[src/rtl/rv_ctrl_pkg.sv]
// rv_ctrl_pkg
// Shared types and encodings for the RV32I multi-cycle controller:
// FSM state enum, opcode constants, immediate-format codes, ALU operation
// codes, ALU decode classes, next-PC and write-back select codes, and the
// opcode-to-immediate-format helper.
package rv_ctrl_pkg;

   typedef enum logic [3:0] {
      S_FETCH,
      S_DECODE,
      S_EXEC_R,
      S_EXEC_I,
      S_MEMADR,
      S_MEMRD,
      S_MEMWR,
      S_WB,
      S_BRANCH,
      S_JAL,
      S_JALR,
      S_LUI,
      S_AUIPC,
      S_TRAP
   } state_e;

   localparam logic [6:0] OP_R      = 7'b0110011;
   localparam logic [6:0] OP_IMM    = 7'b0010011;
   localparam logic [6:0] OP_LOAD   = 7'b0000011;
   localparam logic [6:0] OP_STORE  = 7'b0100011;
   localparam logic [6:0] OP_BRANCH = 7'b1100011;
   localparam logic [6:0] OP_JAL    = 7'b1101111;
   localparam logic [6:0] OP_JALR   = 7'b1100111;
   localparam logic [6:0] OP_LUI    = 7'b0110111;
   localparam logic [6:0] OP_AUIPC  = 7'b0010111;

   typedef enum logic [2:0] {
      IMM_I = 3'd0,
      IMM_S = 3'd1,
      IMM_B = 3'd2,
      IMM_U = 3'd3,
      IMM_J = 3'd4
   } imm_e;

   typedef enum logic [3:0] {
      ALU_ADD  = 4'd0,
      ALU_SUB  = 4'd1,
      ALU_SLL  = 4'd2,
      ALU_SLT  = 4'd3,
      ALU_SLTU = 4'd4,
      ALU_XOR  = 4'd5,
      ALU_SRL  = 4'd6,
      ALU_SRA  = 4'd7,
      ALU_OR   = 4'd8,
      ALU_AND  = 4'd9
   } alu_e;

   // What the current state wants from the ALU decoder.
   typedef enum logic [1:0] {
      ALU_CLS_ADD,
      ALU_CLS_R,
      ALU_CLS_I,
      ALU_CLS_BR
   } alu_cls_e;

   localparam logic [1:0] PC_PLUS4 = 2'd0;
   localparam logic [1:0] PC_IMM   = 2'd1;
   localparam logic [1:0] PC_ALU   = 2'd2;

   localparam logic [1:0] WB_ALU = 2'd0;
   localparam logic [1:0] WB_MEM = 2'd1;
   localparam logic [1:0] WB_PC4 = 2'd2;
   localparam logic [1:0] WB_IMM = 2'd3;

   // R-type and unknown opcodes have no immediate; they fall back to I.
   function automatic logic [2:0] imm_of(input logic [6:0] op);
      case (op)
         OP_STORE:         return IMM_S;
         OP_BRANCH:        return IMM_B;
         OP_LUI, OP_AUIPC: return IMM_U;
         OP_JAL:           return IMM_J;
         default:          return IMM_I;
      endcase
   endfunction

endpackage

[src/rtl/rv_alu_dec.sv]
// rv_alu_dec
// Combinational ALU operation decode.
//   cls      : ALU usage class of the current controller state
//   funct3   : instr[14:12]
//   funct7_5 : instr[30]
//   alu_ctrl : ALU operation code (alu_e)
module rv_alu_dec
   import rv_ctrl_pkg::*;
(
   input  alu_cls_e   cls,
   input  logic [2:0] funct3,
   input  logic       funct7_5,
   output logic [3:0] alu_ctrl
);

   alu_e op_c;

   always_comb begin
      op_c = ALU_ADD;
      case (cls)
         ALU_CLS_R, ALU_CLS_I: begin
            case (funct3)
               3'b000:  op_c = (cls == ALU_CLS_R && funct7_5) ? ALU_SUB : ALU_ADD;
               3'b001:  op_c = ALU_SLL;
               3'b010:  op_c = ALU_SLT;
               3'b011:  op_c = ALU_SLTU;
               3'b100:  op_c = ALU_XOR;
               3'b101:  op_c = funct7_5 ? ALU_SRA : ALU_SRL;
               3'b110:  op_c = ALU_OR;
               default: op_c = ALU_AND;
            endcase
         end
         // BEQ/BNE compare by subtraction, BLT/BGE signed, BLTU/BGEU unsigned.
         ALU_CLS_BR: begin
            case (funct3)
               3'b100, 3'b101: op_c = ALU_SLT;
               3'b110, 3'b111: op_c = ALU_SLTU;
               default:        op_c = ALU_SUB;
            endcase
         end
         default: op_c = ALU_ADD;
      endcase
   end

   assign alu_ctrl = op_c;

endmodule

[src/rtl/rv_mc_control.sv]
// rv_mc_control
// Multi-cycle RV32I main controller. Sequences fetch/decode/execute/memory/
// write-back over one shared memory port, drives all datapath selects and
// enables, and traps (sticky) on illegal opcodes or memory ack timeouts.
//   Inputs : clk, rst_n, op, funct3, funct7_5, br_taken, mem_ack
//   Outputs: mem_req, mem_we, addr_sel, ir_we, pc_we, pc_sel, rf_we, wb_sel,
//            alu_a_sel, alu_b_sel, alu_ctrl, imm_type, illegal, bus_err,
//            retire
//
// state    | meaning
// ---------+--------------------------------------------------
// FETCH    | read instruction at PC, load IR and PC+4 on ack
// DECODE   | dispatch on opcode, trap on unknown opcode
// EXEC_R   | register-register ALU op
// EXEC_I   | register-immediate ALU op
// MEMADR   | rs1 + imm into ALU result register
// MEMRD    | data read at ALU result
// MEMWR    | data write at ALU result, retires on ack
// WB       | register file write (ALU or memory data)
// BRANCH   | compare rs1/rs2, take PC+imm if br_taken
// JAL      | rd = PC+4, PC = oldpc+imm
// JALR     | rd = PC+4, PC = (rs1+imm)&~1
// LUI      | rd = imm
// AUIPC    | rd = oldpc + imm
// TRAP     | everything idle until reset
module rv_mc_control
   import rv_ctrl_pkg::*;
#(
   parameter int ACK_TIMEOUT = 16
) (
   input  logic       clk,
   input  logic       rst_n,
   input  logic [6:0] op,
   input  logic [2:0] funct3,
   input  logic       funct7_5,
   input  logic       br_taken,
   input  logic       mem_ack,
   output logic       mem_req,
   output logic       mem_we,
   output logic       addr_sel,
   output logic       ir_we,
   output logic       pc_we,
   output logic [1:0] pc_sel,
   output logic       rf_we,
   output logic [1:0] wb_sel,
   output logic       alu_a_sel,
   output logic       alu_b_sel,
   output logic [3:0] alu_ctrl,
   output logic [2:0] imm_type,
   output logic       illegal,
   output logic       bus_err,
   output logic       retire
);

   localparam int CW = (ACK_TIMEOUT > 1) ? $clog2(ACK_TIMEOUT) : 1;
   localparam logic [CW-1:0] TMO_LOAD = (ACK_TIMEOUT > 0) ? CW'(ACK_TIMEOUT - 1) : '0;

   state_e        state;
   logic [CW-1:0] tmo_cnt;
   logic          tmo_hit;
   alu_cls_e      alu_cls;

   // Down-counter reloads whenever no request is waiting; terminal count
   // in a request cycle without ack means ACK_TIMEOUT cycles went unanswered.
   assign tmo_hit = (ACK_TIMEOUT != 0) && mem_req && !mem_ack && (tmo_cnt == '0);

   rv_alu_dec u_alu_dec (
      .cls      (alu_cls),
      .funct3   (funct3),
      .funct7_5 (funct7_5),
      .alu_ctrl (alu_ctrl)
   );

   always_ff @(posedge clk or negedge rst_n) begin
      if (!rst_n) begin
         state   <= S_FETCH;
         tmo_cnt <= TMO_LOAD;
         illegal <= 1'b0;
         bus_err <= 1'b0;
      end else begin
         if (!mem_req || mem_ack)
            tmo_cnt <= TMO_LOAD;
         else if (tmo_cnt != '0)
            tmo_cnt <= tmo_cnt - CW'(1);

         case (state)
            S_FETCH: begin
               if (mem_ack) begin
                  state <= S_DECODE;
               end else if (tmo_hit) begin
                  state   <= S_TRAP;
                  bus_err <= 1'b1;
               end
            end
            S_DECODE: begin
               case (op)
                  OP_R:      state <= S_EXEC_R;
                  OP_IMM:    state <= S_EXEC_I;
                  OP_LOAD:   state <= S_MEMADR;
                  OP_STORE:  state <= S_MEMADR;
                  OP_BRANCH: state <= S_BRANCH;
                  OP_JAL:    state <= S_JAL;
                  OP_JALR:   state <= S_JALR;
                  OP_LUI:    state <= S_LUI;
                  OP_AUIPC:  state <= S_AUIPC;
                  default: begin
                     state   <= S_TRAP;
                     illegal <= 1'b1;
                  end
               endcase
            end
            S_EXEC_R, S_EXEC_I: state <= S_WB;
            S_MEMADR: state <= (op == OP_STORE) ? S_MEMWR : S_MEMRD;
            S_MEMRD, S_MEMWR: begin
               if (mem_ack) begin
                  state <= (state == S_MEMRD) ? S_WB : S_FETCH;
               end else if (tmo_hit) begin
                  state   <= S_TRAP;
                  bus_err <= 1'b1;
               end
            end
            S_WB, S_BRANCH, S_JAL, S_JALR, S_LUI, S_AUIPC: state <= S_FETCH;
            S_TRAP:  state <= S_TRAP;
            default: state <= S_TRAP;
         endcase
      end
   end

   // Outputs are forced low while rst_n is asserted so a mid-operation reset
   // kills the request and every enable immediately, not at the next edge.
   always_comb begin
      mem_req   = 1'b0;
      mem_we    = 1'b0;
      addr_sel  = 1'b0;
      ir_we     = 1'b0;
      pc_we     = 1'b0;
      pc_sel    = PC_PLUS4;
      rf_we     = 1'b0;
      wb_sel    = WB_ALU;
      alu_a_sel = 1'b0;
      alu_b_sel = 1'b0;
      alu_cls   = ALU_CLS_ADD;
      imm_type  = IMM_I;
      retire    = 1'b0;
      if (rst_n) begin
         if (state != S_FETCH && state != S_TRAP)
            imm_type = imm_of(op);
         case (state)
            S_FETCH: begin
               mem_req = 1'b1;
               ir_we   = mem_ack;
               pc_we   = mem_ack;
            end
            S_EXEC_R: alu_cls = ALU_CLS_R;
            S_EXEC_I: begin
               alu_cls   = ALU_CLS_I;
               alu_b_sel = 1'b1;
            end
            S_MEMADR: alu_b_sel = 1'b1;
            S_MEMRD: begin
               mem_req  = 1'b1;
               addr_sel = 1'b1;
            end
            S_MEMWR: begin
               mem_req  = 1'b1;
               mem_we   = 1'b1;
               addr_sel = 1'b1;
               retire   = mem_ack;
            end
            S_WB: begin
               rf_we  = 1'b1;
               wb_sel = (op == OP_LOAD) ? WB_MEM : WB_ALU;
               retire = 1'b1;
            end
            S_BRANCH: begin
               alu_cls = ALU_CLS_BR;
               pc_we   = br_taken;
               pc_sel  = PC_IMM;
               retire  = 1'b1;
            end
            S_JAL: begin
               rf_we  = 1'b1;
               wb_sel = WB_PC4;
               pc_we  = 1'b1;
               pc_sel = PC_IMM;
               retire = 1'b1;
            end
            S_JALR: begin
               alu_b_sel = 1'b1;
               rf_we     = 1'b1;
               wb_sel    = WB_PC4;
               pc_we     = 1'b1;
               pc_sel    = PC_ALU;
               retire    = 1'b1;
            end
            S_LUI: begin
               rf_we  = 1'b1;
               wb_sel = WB_IMM;
               retire = 1'b1;
            end
            S_AUIPC: begin
               alu_a_sel = 1'b1;
               alu_b_sel = 1'b1;
               rf_we     = 1'b1;
               wb_sel    = WB_ALU;
               retire    = 1'b1;
            end
            default: ;
         endcase
      end
   end

endmodule

[config.mk]
export PLATFORM = sky130hd
export DESIGN_NAME = rv_mc_control
export DESIGN_NICKNAME = d
export VERILOG_FILES = /design/src/rtl/rv_ctrl_pkg.sv /design/src/rtl/rv_alu_dec.sv /design/src/rtl/rv_mc_control.sv
export SDC_FILE = /design/constraint.sdc
export NUM_CORES = 1
export LEC_CHECK = 0
export CAP_MARGIN = 5
export CORE_MARGIN = 2
export CORE_UTILIZATION = 52
export CTS_CLUSTER_DIAMETER = 100
export DETAILED_ROUTE_END_ITERATION = 7
export PLACE_DENSITY = 0.89
export SYNTH_ARGS = -nofsm -noshare
export SYNTH_HDL_FRONTEND = slang
export SYNTH_SLANG_ARGS = --single-unit
[constraint.sdc]
create_clock -name clk -period 3.5 [get_ports clk]
set_input_delay 0.7 -clock clk [delete_from_list [all_inputs] [get_ports clk]]
set_output_delay 0.7 -clock clk [all_outputs]
set_load 0.005 [all_outputs]
=== Word level (Yosys, flattened, before mapping) ===
Cells that the tools add are included.

* Memories: 0
* Input port bits: 15
* Word-level logic and storage cells: 110
* Flip-flop bits (word level): 10
* Latch bits: 0
* Memory bits (writable): 0
* Bits in read-only memories: 0

* Multiplexer cells: 42
* Add/subtract/negate cells: 1
* Multipliers: 0
* Bitwise gates (word level): 2
* Divide/modulo/power cells: 0
* Shifts and indexed selects: 0
* Equal/unequal tests: 32
* Order comparisons: 0
* Reduce and logical (&&, ||, !) cells: 29

{| class="wikitable"
|+ Operator list
! operator !! number
|-
| $pmux W4 S8 || 1
|-
| $pmux W4 S7 || 1
|-
| $pmux W4 S6 || 1
|-
| $eq A7 B6 Y1 const B || 3
|-
| $eq A7 B7 Y1 const B || 3
|-
| $eq A4 B4 Y1 const B || 5
|-
| $mux W4 || 5
|-
| $mux W1 || 19
|-
| $reduce_or A2 Y1 || 9
|-
| $eq A4 B3 Y1 const B || 4
|-
| $eq A7 B5 Y1 const B || 2
|-
| $eq A3 B3 Y1 const B || 4
|-
| $pmux W2 S3 || 2
|-
| $pmux W3 S4 || 1
|-
| $mux W3 || 3
|-
| $reduce_or A9 Y1 || 1
|-
| $eq A4 B2 Y1 const B || 2
|-
| $logic_not A4 Y1 || 2
|-
| $mux W2 || 4
|-
| $pmux W4 S2 || 1
|-
| $reduce_bool A4 Y1 || 2
|-
| $eq A7 B2 Y1 const B || 1
|-
| $eq A3 B2 Y1 const B || 2
|-
| $pmux W3 S2 || 1
|-
| 21 further kinds || 27
|}

=== Logic depth before layout (Yosys ltp) ===
* Depth after elaboration: 9
* Mapped depth: 11
* Gate-level depth less buffers: 10

=== Modules after synthesis ===
A second synthesis with hierarchy kept.

* Cell total of the unflattened synthesis: 173
* Area total of the unflattened synthesis: 1266.2 um^2

{| class="wikitable"
|+ Modules (own cells, without submodules)
! module !! instances !! seq. area each (um^2) !! cells each !! area each (um^2)
|-
| rv_mc_control || 1 || 255.2 || 149 || 1091.0
|-
| rv_alu_dec || 1 || 0.0 || 24 || 175.2
|}

=== Least setup slack after synthesis ===
No wires, ideal clock.

* Kind: flip-flop to output port
* From: register state[0]
* To: output port alu_ctrl[2]
* Data arrival time: 1840 ps
* Setup slack: 960 ps
* Required time: 2800 ps
* Cell stages (with the launch flop): 10
* Cells stage by stage: dfrtp_1 clkbuf_8 clkbuf_8 nand2b_1 nor3_1 ha_1 nand2b_1 o21ai_0 a21oi_1 nor2_1

* Cells in the longest elaborated chain, start to end: 6
* Elaborated cells between the ends (all ways): 10

{| class="wikitable"
|+ Ends and longest elaborated chain
! item !! line !! RTL
|-
| start, declared || rv_mc_control.sv:58 || <nowiki>state_e state;</nowiki>
|-
| start signal, assigned || rv_mc_control.sv:113 || <nowiki>S_MEMADR: state <= (op == OP_STORE) ? S_MEMWR : S_MEMRD;</nowiki>
|-
| start signal, assigned || rv_mc_control.sv:116 || <nowiki>state <= (state == S_MEMRD) ? S_WB : S_FETCH;</nowiki>
|-
| $eq A4 B4 Y1 or $eq A4 B2 Y1 (tied branches) || rv_mc_control.sv:148 || <nowiki>case (state)</nowiki>
|-
| $pmux W2 S3 * || rv_mc_control.sv:148 ||
|-
| $mux W2 * || rv_mc_control.sv:145 || <nowiki>if (rst_n) begin</nowiki>
|-
| $eq A2 B2 Y1 or $eq A2 B1 Y1 (tied branches) || rv_alu_dec.sv:20 || <nowiki>case (cls)</nowiki>
|-
| $reduce_or A2 Y1 || rv_alu_dec.sv:20 ||
|-
| $pmux W4 S2 * || rv_alu_dec.sv:20 ||
|-
| end, declared || rv_mc_control.sv:48 || <nowiki>output logic [3:0] alu_ctrl,</nowiki>
|}

Mark *: on every way between the ends. The rest lies on a longest branch, timed or not.

=== Worst setup path after layout ===
* From: input port op[2]
* To: output port wb_sel[0]

* Cells in the longest elaborated chain, start to end: 4

{| class="wikitable"
|+ Ends and longest elaborated chain
! item !! line !! RTL
|-
| start, declared || rv_mc_control.sv:33 || <nowiki>input logic [6:0] op,</nowiki>
|-
| $eq A7 B2 Y1 || rv_mc_control.sv:172 || <nowiki>wb_sel = (op == OP_LOAD) ? WB_MEM : WB_ALU;</nowiki>
|-
| $mux W1 || rv_mc_control.sv:172 ||
|-
| $pmux W2 S3 || rv_mc_control.sv:148 ||
|-
| $mux W2 || rv_mc_control.sv:145 ||
|-
| end, declared || rv_mc_control.sv:45 || <nowiki>output logic [1:0] wb_sel,</nowiki>
|}

No other way between the ends.

==> run_results.csv <==
group,metric,value,unit
route,ant_nets,0,
global_routing,grt_max_degree,18,
cts,cts_tree,"built",
global_routing,grt-ovfl-total,0,
power,leakagePower,0.000684,uW
floorplanning,die_h,54,um
setup_path,crit_chain,"clkdlybuf4s50_1 > or4_4 > nor4_1 > o2111a_1 > clkdlybuf4s50_1",
floorplanning,die_w,54,um
timing,fin_skew,0.00329,ns
timing,fin_crit,3.35,ns
cells_and_area,drive_gt1_share,14.9,%
timing,period_share,95.7,%
route,drc,0,
cts,cts.htree.levels,1,
power,irDropWorstVdd,0.000286,V
setup_path,rr_endpoint,"state[1]$_DFF_PN0_",
floorplanning,row_count,18,
cells_and_area,fin_area,0.00173,mm2
cells_and_area,layout_commonest_cell,"clkdlybuf4s50_1",
placement,hpwl,2470,um
cts,clock-sinks,10,
route,finalWirelength,3290,um
synthesis,synth_cell_type_count,47,
route,num_vias,1459,
floorplanning,core,0.00243,mm2
placement,numPortBuffers,36,
power,power_density,502,mW/mm2
timing,drv_slew,0,
setup_path,worst_path_largest_cell_delay,0.55,ns
setup_path,arrival,2.65,ns
setup_path,cp_max_fo,3,
cts,cts_setup_buffers,0,
job,maxCapViolations,0,
min_path,min-delay-start,"illegal$_DFFE_PN0P_",
synthesis,synth-seq-cells,10,
timing,tightestPinTransition,0.495,ns
synthesis,ys_seq_area_share,19.6,%
floorplanning,initial_utilization,53.4,%
setup_path,crit_start,"op[2]",
floorplanning,die_area,0.00292,mm2
setup_path,rr_worst_depth,5,
route,routed_via_density,5.81,
cts,cts.hold.buffers_added,0,
route,drtIter0Drc,43,
synthesis,synth-warning-count,0,
outcome,status,"finished, final reports clean",
min_path,hp-class,"reg2reg",
synthesis,netlist_instances,179,
timing,hold_viol,0,
synthesis,syn_nets,199,
setup_path,cp_data_required_time,2.80,ns
cts,cts_buffers,3,
cts,clk_latency,0.26,ns
global_routing,antenna_found_initial,0,
cells_and_area,final_cells,251,
cells_and_area,antenna_cells,0,
cts,clk_pin_slew_worst_paths,0.07,ns
global_routing,grt_pass1_wl,5140,um
placement,preCtsSetupSlack,-0.114,ns
timing,rsz0062_at_grt,"false",
min_path,hold_depth,1,
setup_path,endpoint,"wb_sel[0]",
synthesis,syn_area,0.00130,mm2
global_routing,grt_pass1_vias,1249,
cells_and_area,utilization,71.2,%
setup_path,r2r_slack,1.65,ns
placement,placedCellCount,247,
setup_path,cpMostUsedCell,"clkdlybuf4s50_1",
timing,setup_viol,0,
cts,clock_path_buffers,2,
route,firstDrtPassIters,4,
setup_path,critical_path_class,"in2out",
placement,place_area,0.00169,mm2
timing,setup_slack,0.150,ns
cells_and_area,nets,242,
timing,max_freq,299,MHz
route,wl_per_cell,13.1,um
global_routing,track_usage,23.3,%
floorplanning,boundaryPins,37,
cells_and_area,area_delta_synth_final,33.3,%
timing,relSlewSlack,66.7,%
cells_and_area,layout_common_cells,"clkdlybuf4s50_1, nand2_1, nor2_1, o21ai_0, a21oi_1",
synthesis,synth.avg_cell_area,7.26,um2
cts,clockRootBuffer,"clkbuf_4",
placement,gp_congestion,0.864,
setup_path,cp_slowest_cell,"or4_4",
setup_path,worstSetupEndpointType,"output pin",
setup_path,reg2reg_from,"state[0]$_DFF_PN0_",
setup_path,worstSetupStartpointType,"primary input",
power,total_power,869,uW
[where the power goes]
group	leakage, uW	switching, uW	internal [uW]	total, uW
Combinational	0.000553	274	262	536
Sequential	0.000110	82.2	147	229
Clock	0.0000210	41.4	63.1	105
Total	0.000684	397	472	869
[cells by family (layout without fill, tap and decap cells)]
| family | count (synthesis) | after routing | share of synthesized area, % |
|---|---|---|---|
| AND/OR/NAND/NOR | 94 | 94 | 39.7 |
| AO/OA/AOI/OAI | 48 | 48 | 22.5 |
| buffers and inverters | 16 | 58 | 9.34 |
| flip-flops | 10 | 10 | 19.6 |
| XOR/XNOR | 6 | 6 | 4.04 |
| adder cells (fa/ha/maj) | 5 | 5 | 4.81 |
[worst min path at each step]
| stage | to | slack (ns) |
|---|---|---|
| detailed placement | illegal$_DFFE_PN0P_ | 0.47 |
| global placement | bus_err$_DFFE_PN0P_ | 0.46 |
| CTS | illegal$_DFFE_PN0P_ | 0.49 |
| finish | illegal$_DFFE_PN0P_ | 0.49 |
| floorplan | bus_err$_DFFE_PN0P_ | 0.40 |
| global route | bus_err$_DFFE_PN0P_ | 0.52 |
[cell type report]
class                   count  area [um2]
multi-input cells         153         928
fillers                   190         699
repair buffers             48         449
flip-flops and latches     10         259
well taps                  30        37.5
clock buffers               4        36.3
inverters                   6        22.5
[synth_stat cells, drive strengths merged]
cell | n | share of area [%]
nor4b | 1 | 0.67
nand2b | 7 | 3.4
nor4bb | 1 | 0.77
a31oi | 1 | 0.48
clkbuf | 5 | 4.5
buf | 5 | 3.1
a21boi | 2 | 1.2
nand2 | 20 | 5.8
or2b | 1 | 0.67
o21ai | 16 | 6.2
a211o | 2 | 1.3
or3 | 3 | 1.5
o31ai | 1 | 0.58
nor3 | 9 | 3.5
dfstp | 4 | 8.1
or2 | 2 | 0.96
nor2b | 8 | 3.9
a211oi | 2 | 1.2
o32a | 1 | 0.77
a21oi | 15 | 5.8
o2111ai | 1 | 0.67
and2 | 2 | 1.1
ha | 5 | 4.8
o21a | 1 | 0.58
xor2 | 3 | 2.0
nor4 | 5 | 2.4
a221oi | 1 | 0.67
and4 | 1 | 0.67
nand3 | 1 | 0.38
o21bai | 2 | 1.2
inv | 6 | 1.7
nor2 | 19 | 5.7
xnor2 | 3 | 2.0
dfrtp | 6 | 12
o211ai | 2 | 1.2
o2111a | 1 | 0.87
or4 | 1 | 0.87
and3 | 3 | 1.4
nand3b | 4 | 2.3
nor3b | 3 | 1.7
and3b | 2 | 1.3
and2b | 1 | 0.67
[critical path: cells and delay by family]
family / cells / cell delay (ns)
buf+inv: 2 / 0.93
simple gates: 2 / 0.81
compound gates: 1 / 0.20
[metrics by stage]
stage	hold slack [ns]	TNS [ns]
3_3_place_gp	0.459	-0.0116
2_1_floorplan	0.404	0
6_report	0.487	0
3_5_place_dp	0.468	-0.225
5_1_grt	0.523	0
4_1_cts	0.493	0
[flip-flops by register name, indices dropped and copies added (netlist names)]
| name | flops |
|---|---|
| bus_err | 1 |
| tmo_cnt | 4 |
| illegal | 1 |
| state | 4 |
[per-layer routing]
metal | routed length [um] | track usage (%) | vias to the layer above | share of wire (%)
met5 | 0 | 0 | - | 0
met4 | 38 | 7.08 | 0 | 1.2
met2 | 1620 | 40.2 | 57 | 49
met3 | 189 | 2.50 | 6 | 5.7
li1 | - | - | 729 | -
met1 | 1450 | 30.5 | 667 | 44
[what timing repair did]
action,CTS,global route
resized for setup,2,4
setup endpoints to repair,4,3
pin swaps,0,0
Power figures use the tool's default switching activity.
